File: src/rtl/cw_extbus_pkg.sv
`default_nettype none
// ============================================================================
//  Module      : cw_extbus_pkg
//  Description : Shared state encoding and default phase timing for the
//                external-bus master and its responder-side bench model.
//  Revision    : 1.0 - initial release
// ============================================================================
package cw_extbus_pkg;

    typedef enum logic [2:0] {
        ST_IDLE   = 3'd0,
        ST_ALE    = 3'd1,
        ST_SETUP  = 3'd2,
        ST_WAITD  = 3'd3,
        ST_STROBE = 3'd4,
        ST_HOLD   = 3'd5
    } extbus_state_t;

    localparam int unsigned c_ALE_CYC_DEFAULT    = 2;
    localparam int unsigned c_SETUP_CYC_DEFAULT  = 2;
    localparam int unsigned c_STROBE_CYC_DEFAULT = 3;
    localparam int unsigned c_HOLD_CYC_DEFAULT   = 2;
    localparam int unsigned c_PHASE_W            = 8;

endpackage
`default_nettype wire

File: src/rtl/extbus_phase_timer.sv
`default_nettype none
// ============================================================================
//  Module      : extbus_phase_timer
//  Description : Loadable 8-bit down-counter; o_done is high on the last
//                clock of a phase of i_load_len clocks (0 behaves as 1).
//  Revision    : 1.0 - initial release
// ============================================================================
module extbus_phase_timer
    import cw_extbus_pkg::*;
(
    input  logic                 clk,
    input  logic                 reset_n,
    input  logic                 i_load,
    input  logic [c_PHASE_W-1:0] i_load_len,
    output logic                 o_done
);

    logic [c_PHASE_W-1:0] r_count;

    // Loading N-1 makes the phase last exactly N clocks including the load cycle's successor
    always_ff @(posedge clk or negedge reset_n) begin
        if (!reset_n) begin
            r_count <= '0;
        end else if (i_load) begin
            r_count <= (i_load_len == '0) ? '0 : i_load_len - 1'b1;
        end else if (r_count != '0) begin
            r_count <= r_count - 1'b1;
        end
    end

    assign o_done = (r_count == '0);

endmodule
`default_nettype wire

File: src/rtl/usb_extbus_master.sv
`default_nettype none
// ============================================================================
//  Module      : usb_extbus_master
//  Description : Multiplexed-address external bus master issuing read/write
//                bursts with ALE, CEn, RDn/WRn strobes and programmable timing.
//  Revision    : 1.0 - initial release
// ============================================================================
module usb_extbus_master
    import cw_extbus_pkg::*;
#(
    parameter int unsigned ALE_CYC    = c_ALE_CYC_DEFAULT,
    parameter int unsigned SETUP_CYC  = c_SETUP_CYC_DEFAULT,
    parameter int unsigned STROBE_CYC = c_STROBE_CYC_DEFAULT,
    parameter int unsigned HOLD_CYC   = c_HOLD_CYC_DEFAULT
) (
    input  logic       clk,
    input  logic       reset_n,
    input  logic       cmd_valid,
    output logic       cmd_ready,
    input  logic       cmd_write,
    input  logic [7:0] cmd_addr,
    input  logic [7:0] cmd_len,
    input  logic [7:0] wdata,
    input  logic       wdata_valid,
    output logic       wdata_ready,
    output logic [7:0] rdata,
    output logic       rdata_valid,
    output logic       busy,
    output logic [7:0] usb_addr,
    output logic       usb_alen,
    output logic       usb_cen,
    output logic       usb_rdn,
    output logic       usb_wrn,
    output logic [7:0] usb_d_out,
    output logic       usb_d_oe,
    input  logic [7:0] usb_d_in
);

    localparam logic [c_PHASE_W-1:0] c_ALE_LEN    = c_PHASE_W'(ALE_CYC);
    localparam logic [c_PHASE_W-1:0] c_SETUP_LEN  = c_PHASE_W'(SETUP_CYC);
    localparam logic [c_PHASE_W-1:0] c_STROBE_LEN = c_PHASE_W'(STROBE_CYC);
    localparam logic [c_PHASE_W-1:0] c_HOLD_LEN   = c_PHASE_W'(HOLD_CYC);

    extbus_state_t r_state, w_state_nxt;

    logic       r_write,       w_write_nxt;
    logic [7:0] r_addr,        w_addr_nxt;
    logic [7:0] r_remaining,   w_rem_nxt;
    logic       r_alen,        w_alen_nxt;
    logic       r_cen,         w_cen_nxt;
    logic       r_rdn,         w_rdn_nxt;
    logic       r_wrn,         w_wrn_nxt;
    logic       r_d_oe,        w_d_oe_nxt;
    logic [7:0] r_d_out,       w_d_out_nxt;
    logic [7:0] r_rdata,       w_rdata_nxt;
    logic       r_rdata_valid, w_rdata_valid_nxt;
    logic       r_cmd_ready,   w_cmd_ready_nxt;

    logic                 w_tmr_load;
    logic [c_PHASE_W-1:0] w_tmr_len;
    logic                 w_tmr_done;

    extbus_phase_timer u_phase_timer (
        .clk        (clk),
        .reset_n    (reset_n),
        .i_load     (w_tmr_load),
        .i_load_len (w_tmr_len),
        .o_done     (w_tmr_done)
    );

    // Bus outputs are registered copies of the next-state values so they never glitch
    always_ff @(posedge clk or negedge reset_n) begin
        if (!reset_n) begin
            r_state       <= ST_IDLE;
            r_write       <= 1'b0;
            r_addr        <= '0;
            r_remaining   <= '0;
            r_alen        <= 1'b1;
            r_cen         <= 1'b1;
            r_rdn         <= 1'b1;
            r_wrn         <= 1'b1;
            r_d_oe        <= 1'b0;
            r_d_out       <= '0;
            r_rdata       <= '0;
            r_rdata_valid <= 1'b0;
            r_cmd_ready   <= 1'b0;
        end else begin
            r_state       <= w_state_nxt;
            r_write       <= w_write_nxt;
            r_addr        <= w_addr_nxt;
            r_remaining   <= w_rem_nxt;
            r_alen        <= w_alen_nxt;
            r_cen         <= w_cen_nxt;
            r_rdn         <= w_rdn_nxt;
            r_wrn         <= w_wrn_nxt;
            r_d_oe        <= w_d_oe_nxt;
            r_d_out       <= w_d_out_nxt;
            r_rdata       <= w_rdata_nxt;
            r_rdata_valid <= w_rdata_valid_nxt;
            r_cmd_ready   <= w_cmd_ready_nxt;
        end
    end

    always_comb begin
        w_state_nxt       = r_state;
        w_write_nxt       = r_write;
        w_addr_nxt        = r_addr;
        w_rem_nxt         = r_remaining;
        w_alen_nxt        = r_alen;
        w_cen_nxt         = r_cen;
        w_rdn_nxt         = r_rdn;
        w_wrn_nxt         = r_wrn;
        w_d_oe_nxt        = r_d_oe;
        w_d_out_nxt       = r_d_out;
        w_rdata_nxt       = r_rdata;
        w_rdata_valid_nxt = 1'b0;
        w_tmr_load        = 1'b0;
        w_tmr_len         = c_ALE_LEN;

        case (r_state)
            ST_IDLE: begin
                if (cmd_valid && r_cmd_ready) begin
                    w_write_nxt = cmd_write;
                    w_addr_nxt  = cmd_addr;
                    w_rem_nxt   = cmd_len;
                    w_alen_nxt  = 1'b0;
                    w_tmr_load  = 1'b1;
                    w_tmr_len   = c_ALE_LEN;
                    w_state_nxt = ST_ALE;
                end
            end
            ST_ALE: begin
                if (w_tmr_done) begin
                    w_alen_nxt  = 1'b1;
                    w_cen_nxt   = 1'b0;
                    w_tmr_load  = 1'b1;
                    w_tmr_len   = c_SETUP_LEN;
                    w_state_nxt = ST_SETUP;
                end
            end
            ST_SETUP: begin
                if (w_tmr_done) begin
                    if (r_write) begin
                        w_state_nxt = ST_WAITD;
                    end else begin
                        w_rdn_nxt   = 1'b0;
                        w_tmr_load  = 1'b1;
                        w_tmr_len   = c_STROBE_LEN;
                        w_state_nxt = ST_STROBE;
                    end
                end
            end
            ST_WAITD: begin
                if (wdata_valid) begin
                    w_d_out_nxt = wdata;
                    w_d_oe_nxt  = 1'b1;
                    w_wrn_nxt   = 1'b0;
                    w_tmr_load  = 1'b1;
                    w_tmr_len   = c_STROBE_LEN;
                    w_state_nxt = ST_STROBE;
                end
            end
            ST_STROBE: begin
                if (w_tmr_done) begin
                    w_rdn_nxt   = 1'b1;
                    w_wrn_nxt   = 1'b1;
                    w_tmr_load  = 1'b1;
                    w_tmr_len   = c_HOLD_LEN;
                    w_state_nxt = ST_HOLD;
                    if (!r_write) begin
                        w_rdata_nxt       = usb_d_in;
                        w_rdata_valid_nxt = 1'b1;
                    end
                end
            end
            ST_HOLD: begin
                if (w_tmr_done) begin
                    w_d_oe_nxt = 1'b0;
                    if (r_remaining == '0) begin
                        w_cen_nxt   = 1'b1;
                        w_state_nxt = ST_IDLE;
                    end else begin
                        w_rem_nxt = r_remaining - 1'b1;
                        // Address phase is not repeated inside a burst
                        if (r_write) begin
                            w_state_nxt = ST_WAITD;
                        end else begin
                            w_rdn_nxt   = 1'b0;
                            w_tmr_load  = 1'b1;
                            w_tmr_len   = c_STROBE_LEN;
                            w_state_nxt = ST_STROBE;
                        end
                    end
                end
            end
            default: begin
                w_state_nxt = ST_IDLE;
            end
        endcase

        w_cmd_ready_nxt = (w_state_nxt == ST_IDLE);
    end

    assign cmd_ready   = r_cmd_ready;
    assign busy        = (r_state != ST_IDLE);
    assign wdata_ready = (r_state == ST_WAITD);
    assign rdata       = r_rdata;
    assign rdata_valid = r_rdata_valid;
    assign usb_addr    = r_addr;
    assign usb_alen    = r_alen;
    assign usb_cen     = r_cen;
    assign usb_rdn     = r_rdn;
    assign usb_wrn     = r_wrn;
    assign usb_d_out   = r_d_out;
    assign usb_d_oe    = r_d_oe;

endmodule
`default_nettype wire

File: config.mk
export PLATFORM = sky130hd
export DESIGN_NAME = usb_extbus_master
export DESIGN_NICKNAME = d
export VERILOG_FILES = /design/src/rtl/cw_extbus_pkg.sv /design/src/rtl/extbus_phase_timer.sv /design/src/rtl/usb_extbus_master.sv
export SDC_FILE = /design/constraint.sdc
export NUM_CORES = 1
export LEC_CHECK = 0
export BUFFER_PORTS_ARGS = -buffer_cell sky130_fd_sc_hd__buf_4
export CAP_MARGIN = 5
export CORE_UTILIZATION = 45
export DETAILED_ROUTE_END_ITERATION = 16
export PLACE_DENSITY = 0.85
export SETUP_SLACK_MARGIN = 0.15
export SYNTH_ARGS = -nofsm -noshare
export SYNTH_HDL_FRONTEND = slang
export SYNTH_SLANG_ARGS = --single-unit
File: constraint.sdc
create_clock -name clk -period 1.9 [get_ports clk]
set_input_delay 0 -clock clk [delete_from_list [all_inputs] [get_ports clk]]
set_output_delay 0 -clock clk [all_outputs]
set_load 0.005 [all_outputs]
==> impl_results.rst <==
.. list-table::
   :header-rows: 1

   * - Metric
     - Value
   * - Standard cell with the maximum stage delay on the critical path
     - sky130_fd_sc_hd__dfrtp_1
   * - GRT Overall Usage
     - 24.82%
   * - Number of buffers inserted during clock tree synthesis
     - 5
   * - DR DRC count
     - 0
   * - Critical path class
     - reg -> reg
   * - Shortest clock period the worst path allows after layout
     - 1.830 ns
   * - Clk_skew
     - 0.006285 ns
   * - Number of placed instances with taps included
     - 366
   * - Antenna diode count
     - 0
   * - First DRT Iteration DRCs
     - 142
   * - Routed met3 length
     - 570 microns
   * - Area used by multi-input combinational logic
     - 0.001249 sq mm
   * - Skew-Pair Late Insertion Delay
     - 0.31 ns
   * - WL final
     - 7.754 mm
   * - Number of antenna violations at the first check in global routing
     - 0
   * - Total Power
     - 5756 uW
   * - Starting density of the core
     - 47.34%
   * - Number of hold violations in the final report
     - 0
   * - Final routed wire length divided by cell count
     - 18.59 microns
   * - Share of async-settable or async-resettable flops after synthesis
     - 100.0%
   * - Leakage
     - 0.001816 uW
   * - Number of nets with antenna violations after detailed routing
     - 0
   * - Clock transition at the registers of the reported paths
     - 0.10 ns
   * - Clock tree from TritonCTS
     - built
   * - Number of nets produced by synthesis
     - 257
   * - Part of the cycle the worst path needs
     - 96.33%
   * - Register area
     - 0.001284 sq mm
   * - Most frequent cell after synthesis
     - sky130_fd_sc_hd__dfrtp_1
   * - CTS Root Buffer Type
     - sky130_fd_sc_hd__clkbuf_8
   * - Net count reported at finish
     - 386
   * - WL met1
     - 2.886 mm
   * - Kind of end point of the critical path
     - flip-flop
   * - Number of detailed-route iterations in the first pass
     - 6
   * - Final Non-Filler Cells
     - 417
   * - Top sig layer
     - met4
   * - Total number of placement rows
     - 26
   * - DIE HEIGHT
     - 75.77 microns
   * - Worst EP required
     - 2.10 ns
   * - Filler cell count in the final layout
     - 314
   * - Number of synthesized flops with an enable pin
     - 0
   * - Number of H-tree levels
     - 2
   * - Count of input and output buffers
     - 69
   * - Sequential-to-total area share from yosys stat
     - 52.32%
   * - Max-slew headroom at the worst pin
     - 57.30%
   * - Via count of the first global-routing pass
     - 2227
   * - Die area
     - 0.005740 sq mm
   * - Unrepaired setup endpoints after global routing
     - yes
   * - Power per cell area
     - 1492 mW/mm^2
   * - Cell taking the most area after synthesis
     - sky130_fd_sc_hd__dfrtp_1
   * - Cell breakdown of the critical path
     - nor3b_4 -> a21boi_0 -> o22ai_2 -> a31oi_2 -> nor3_2
   * - Status
     - completed
   * - Number of max-cap violations
     - 0
   * - Number of ports placed on the die boundary
     - 70
   * - Drt via density
     - 5.592
   * - Fraction of final layout cells with drive strength greater than 1
     - 48.41%
   * - CP max FO
     - 11
   * - Maximum number of pins on one net before global-route repair
     - 52
   * - Core Area
     - 0.005172 sq mm
   * - Min-Delay Path Class
     - in -> reg
   * - Proportion of netlist area held by the largest area contributor
     - 48.03%
   * - Number of vias in the routed layout
     - 2332
   * - Count of state elements after synthesis
     - 51
   * - Congestion Overflow GR
     - 0
   * - Number of synthesis warnings
     - 0
   * - Synth Cell Area
     - 0.002449 sq mm
   * - Die boundary width
     - 75.77 microns
   * - Mean instance size in the synthesized netlist
     - 11.28 sq um
   * - Slew Limit Fails
     - 0
   * - Global-route wire length before repair
     - 10.52 mm
   * - Achievable frequency
     - 546.4 MHz
   * - Half-perimeter wire length after placement
     - 4.172 mm
   * - CP startpoint kind
     - flip-flop
   * - Transition at the pin with the smallest max-transition slack
     - 0.6405 ns
   * - Final-report setup violation count
     - 0
   * - Biggest area contributors in the synthesized netlist
     - sky130_fd_sc_hd__dfrtp_1 48%, sky130_fd_sc_hd__mux2_2 11%, sky130_fd_sc_hd__dfstp_2 4.3%
   * - Synth cell count leaders
     - 47 x sky130_fd_sc_hd__dfrtp_1, 24 x sky130_fd_sc_hd__mux2_2, 22 x sky130_fd_sc_hd__nor2_1
   * - Final weighted congestion in routability-driven placement
     - 0.8613
   * - Distinct cells, synth
     - 49
   * - Count of clock tree sinks
     - 51
   * - Tightest hold margin
     - 0.04580 ns
   * - Layout area overhead
     - 57.59%
   * - Synthesized instance count
     - 217
   * - Arrival time worst endpoint
     - 2.03 ns
   * - Wire length on met2
     - 3.931 mm
   * - Largest incremental delay on the critical path
     - 0.57 ns
   * - Worst IR drop on VDD
     - 0.0009443 V
   * - Max Buffers Root-to-Sink
     - 2
   * - Predominant post-synthesis flop cell
     - sky130_fd_sc_hd__dfrtp_1
-- registers in the layout, summed over array words and instances, names as in the netlist --
signal / count
cmd_ready: 1
r_remaining: 8
r_state: 3
r_write: 1
rdata: 8
rdata_valid: 1
u_phase_timer.r_count: 8
usb_addr: 8
usb_alen: 1
usb_cen: 1
usb_d_oe: 1
usb_d_out: 8
usb_rdn: 1
usb_wrn: 1
-- final cells by class --
| type | count | area share (%) |
|---|---|---|
| sequential | 51 | 33.27 |
| timing repair buffer | 130 | 27.89 |
| clock inverter | 2 | 1.556 |
| tap | 70 | 2.270 |
| inverter | 8 | 0.7782 |
| multi-input combinational | 150 | 32.36 |
| clock buffer | 6 | 1.881 |
-- routing by layer --
metal	track usage, %	vias to the layer above
li1	-	1036
met1	31.75	1110
met2	41.49	149
met3	5.952	37
met4	8.230	0
met5	0	-
-- metrics by stage --
step | cell area [sq um] | TNS (ns) | worst slack [ns] | utilization (%)
2_1_floorplan | 2454 | 0 | 0.1679 | -
3_3_place_gp | 3153 | 0 | 0.08260 | 60.96
3_5_place_dp | 3153 | 0 | 0.0006942 | 60.96
4_1_cts | 3695 | 0 | 0.1503 | 71.43
5_1_grt | 3859 | -0.03551 | -0.03551 | 74.60
6_report | 3859 | 0 | 0.06975 | 74.60
-- kinds of logic (layout without fill, tap and decap cells) --
group | after synthesis | count (layout) | synth area share [%]
simple gates | 68 | 69 | 16.71
compound gates | 47 | 47 | 12.11
mux | 25 | 25 | 11.45
flops | 51 | 51 | 52.33
fa+ha+maj | 3 | 3 | 1.533
buf+inv | 17 | 146 | 3.730
xor+xnor | 6 | 6 | 2.147
-- worst max-delay path: cells and delay by family, from the launching register on --
kind	cells	cell delay, ns
AOI/OAI and AO/OA	3	0.74
DFF	1	0.57
and+or+nand+nor	2	0.41
-- where the power goes --
part / internal (uW) / switching (uW) / total, uW / leakage [uW]
Clock: 526 / 375 / 902 / 0.0000654
Sequential: 1570 / 487 / 2060 / 0.000624
Combinational: 1530 / 1260 / 2790 / 0.00113
Total: 3630 / 2130 / 5760 / 0.00182
-- placed cells by master, fill, tap and decap left out, drive strengths merged, types with 2 or more instances in the layout --
cell type,n
xor2,3
nor2,22
nor4b,3
nand3,7
o22ai,2
nor3b,5
dlygate4sd3,32
nand2,8
ha,3
dfstp,4
clkbuf,6
buf,98
nand4,2
dfrtp,47
bufinv,2
nor2b,2
a21oi,17
o21ai,13
inv,8
xnor2,3
nor3,6
and2,4
o211ai,2
a31oi,3
nor4,2
mux2,24
-- repair_timing --
action,in CTS,in global routing
hold buffers,32,0
gates resized for setup,13,33
endpoints found under the hold margin,78,0
setup endpoints to repair,26,37
gates cloned,0,1
pin swaps,4,5
buffers inserted,4,6
-- path summary, 6_finish.rpt --
check / slack [ns] / from / endpoint / cells past startpoint
worst max-delay path: 0.07 / r_state[1] / cmd_ready / 5
min in group asynchronous: 0.25 / reset_n / r_remaining[4] / 2
max in group asynchronous: 1.18 / reset_n / r_state[2] / 2
worst min register to register: 0.52 / usb_d_out[6] / usb_d_out[6] / 1
worst max register to register: 0.07 / r_state[1] / cmd_ready / 5
worst min-delay path: 0.05 / cmd_len[7] / r_remaining[7] / 3
Power figures use the tool's default switching activity.
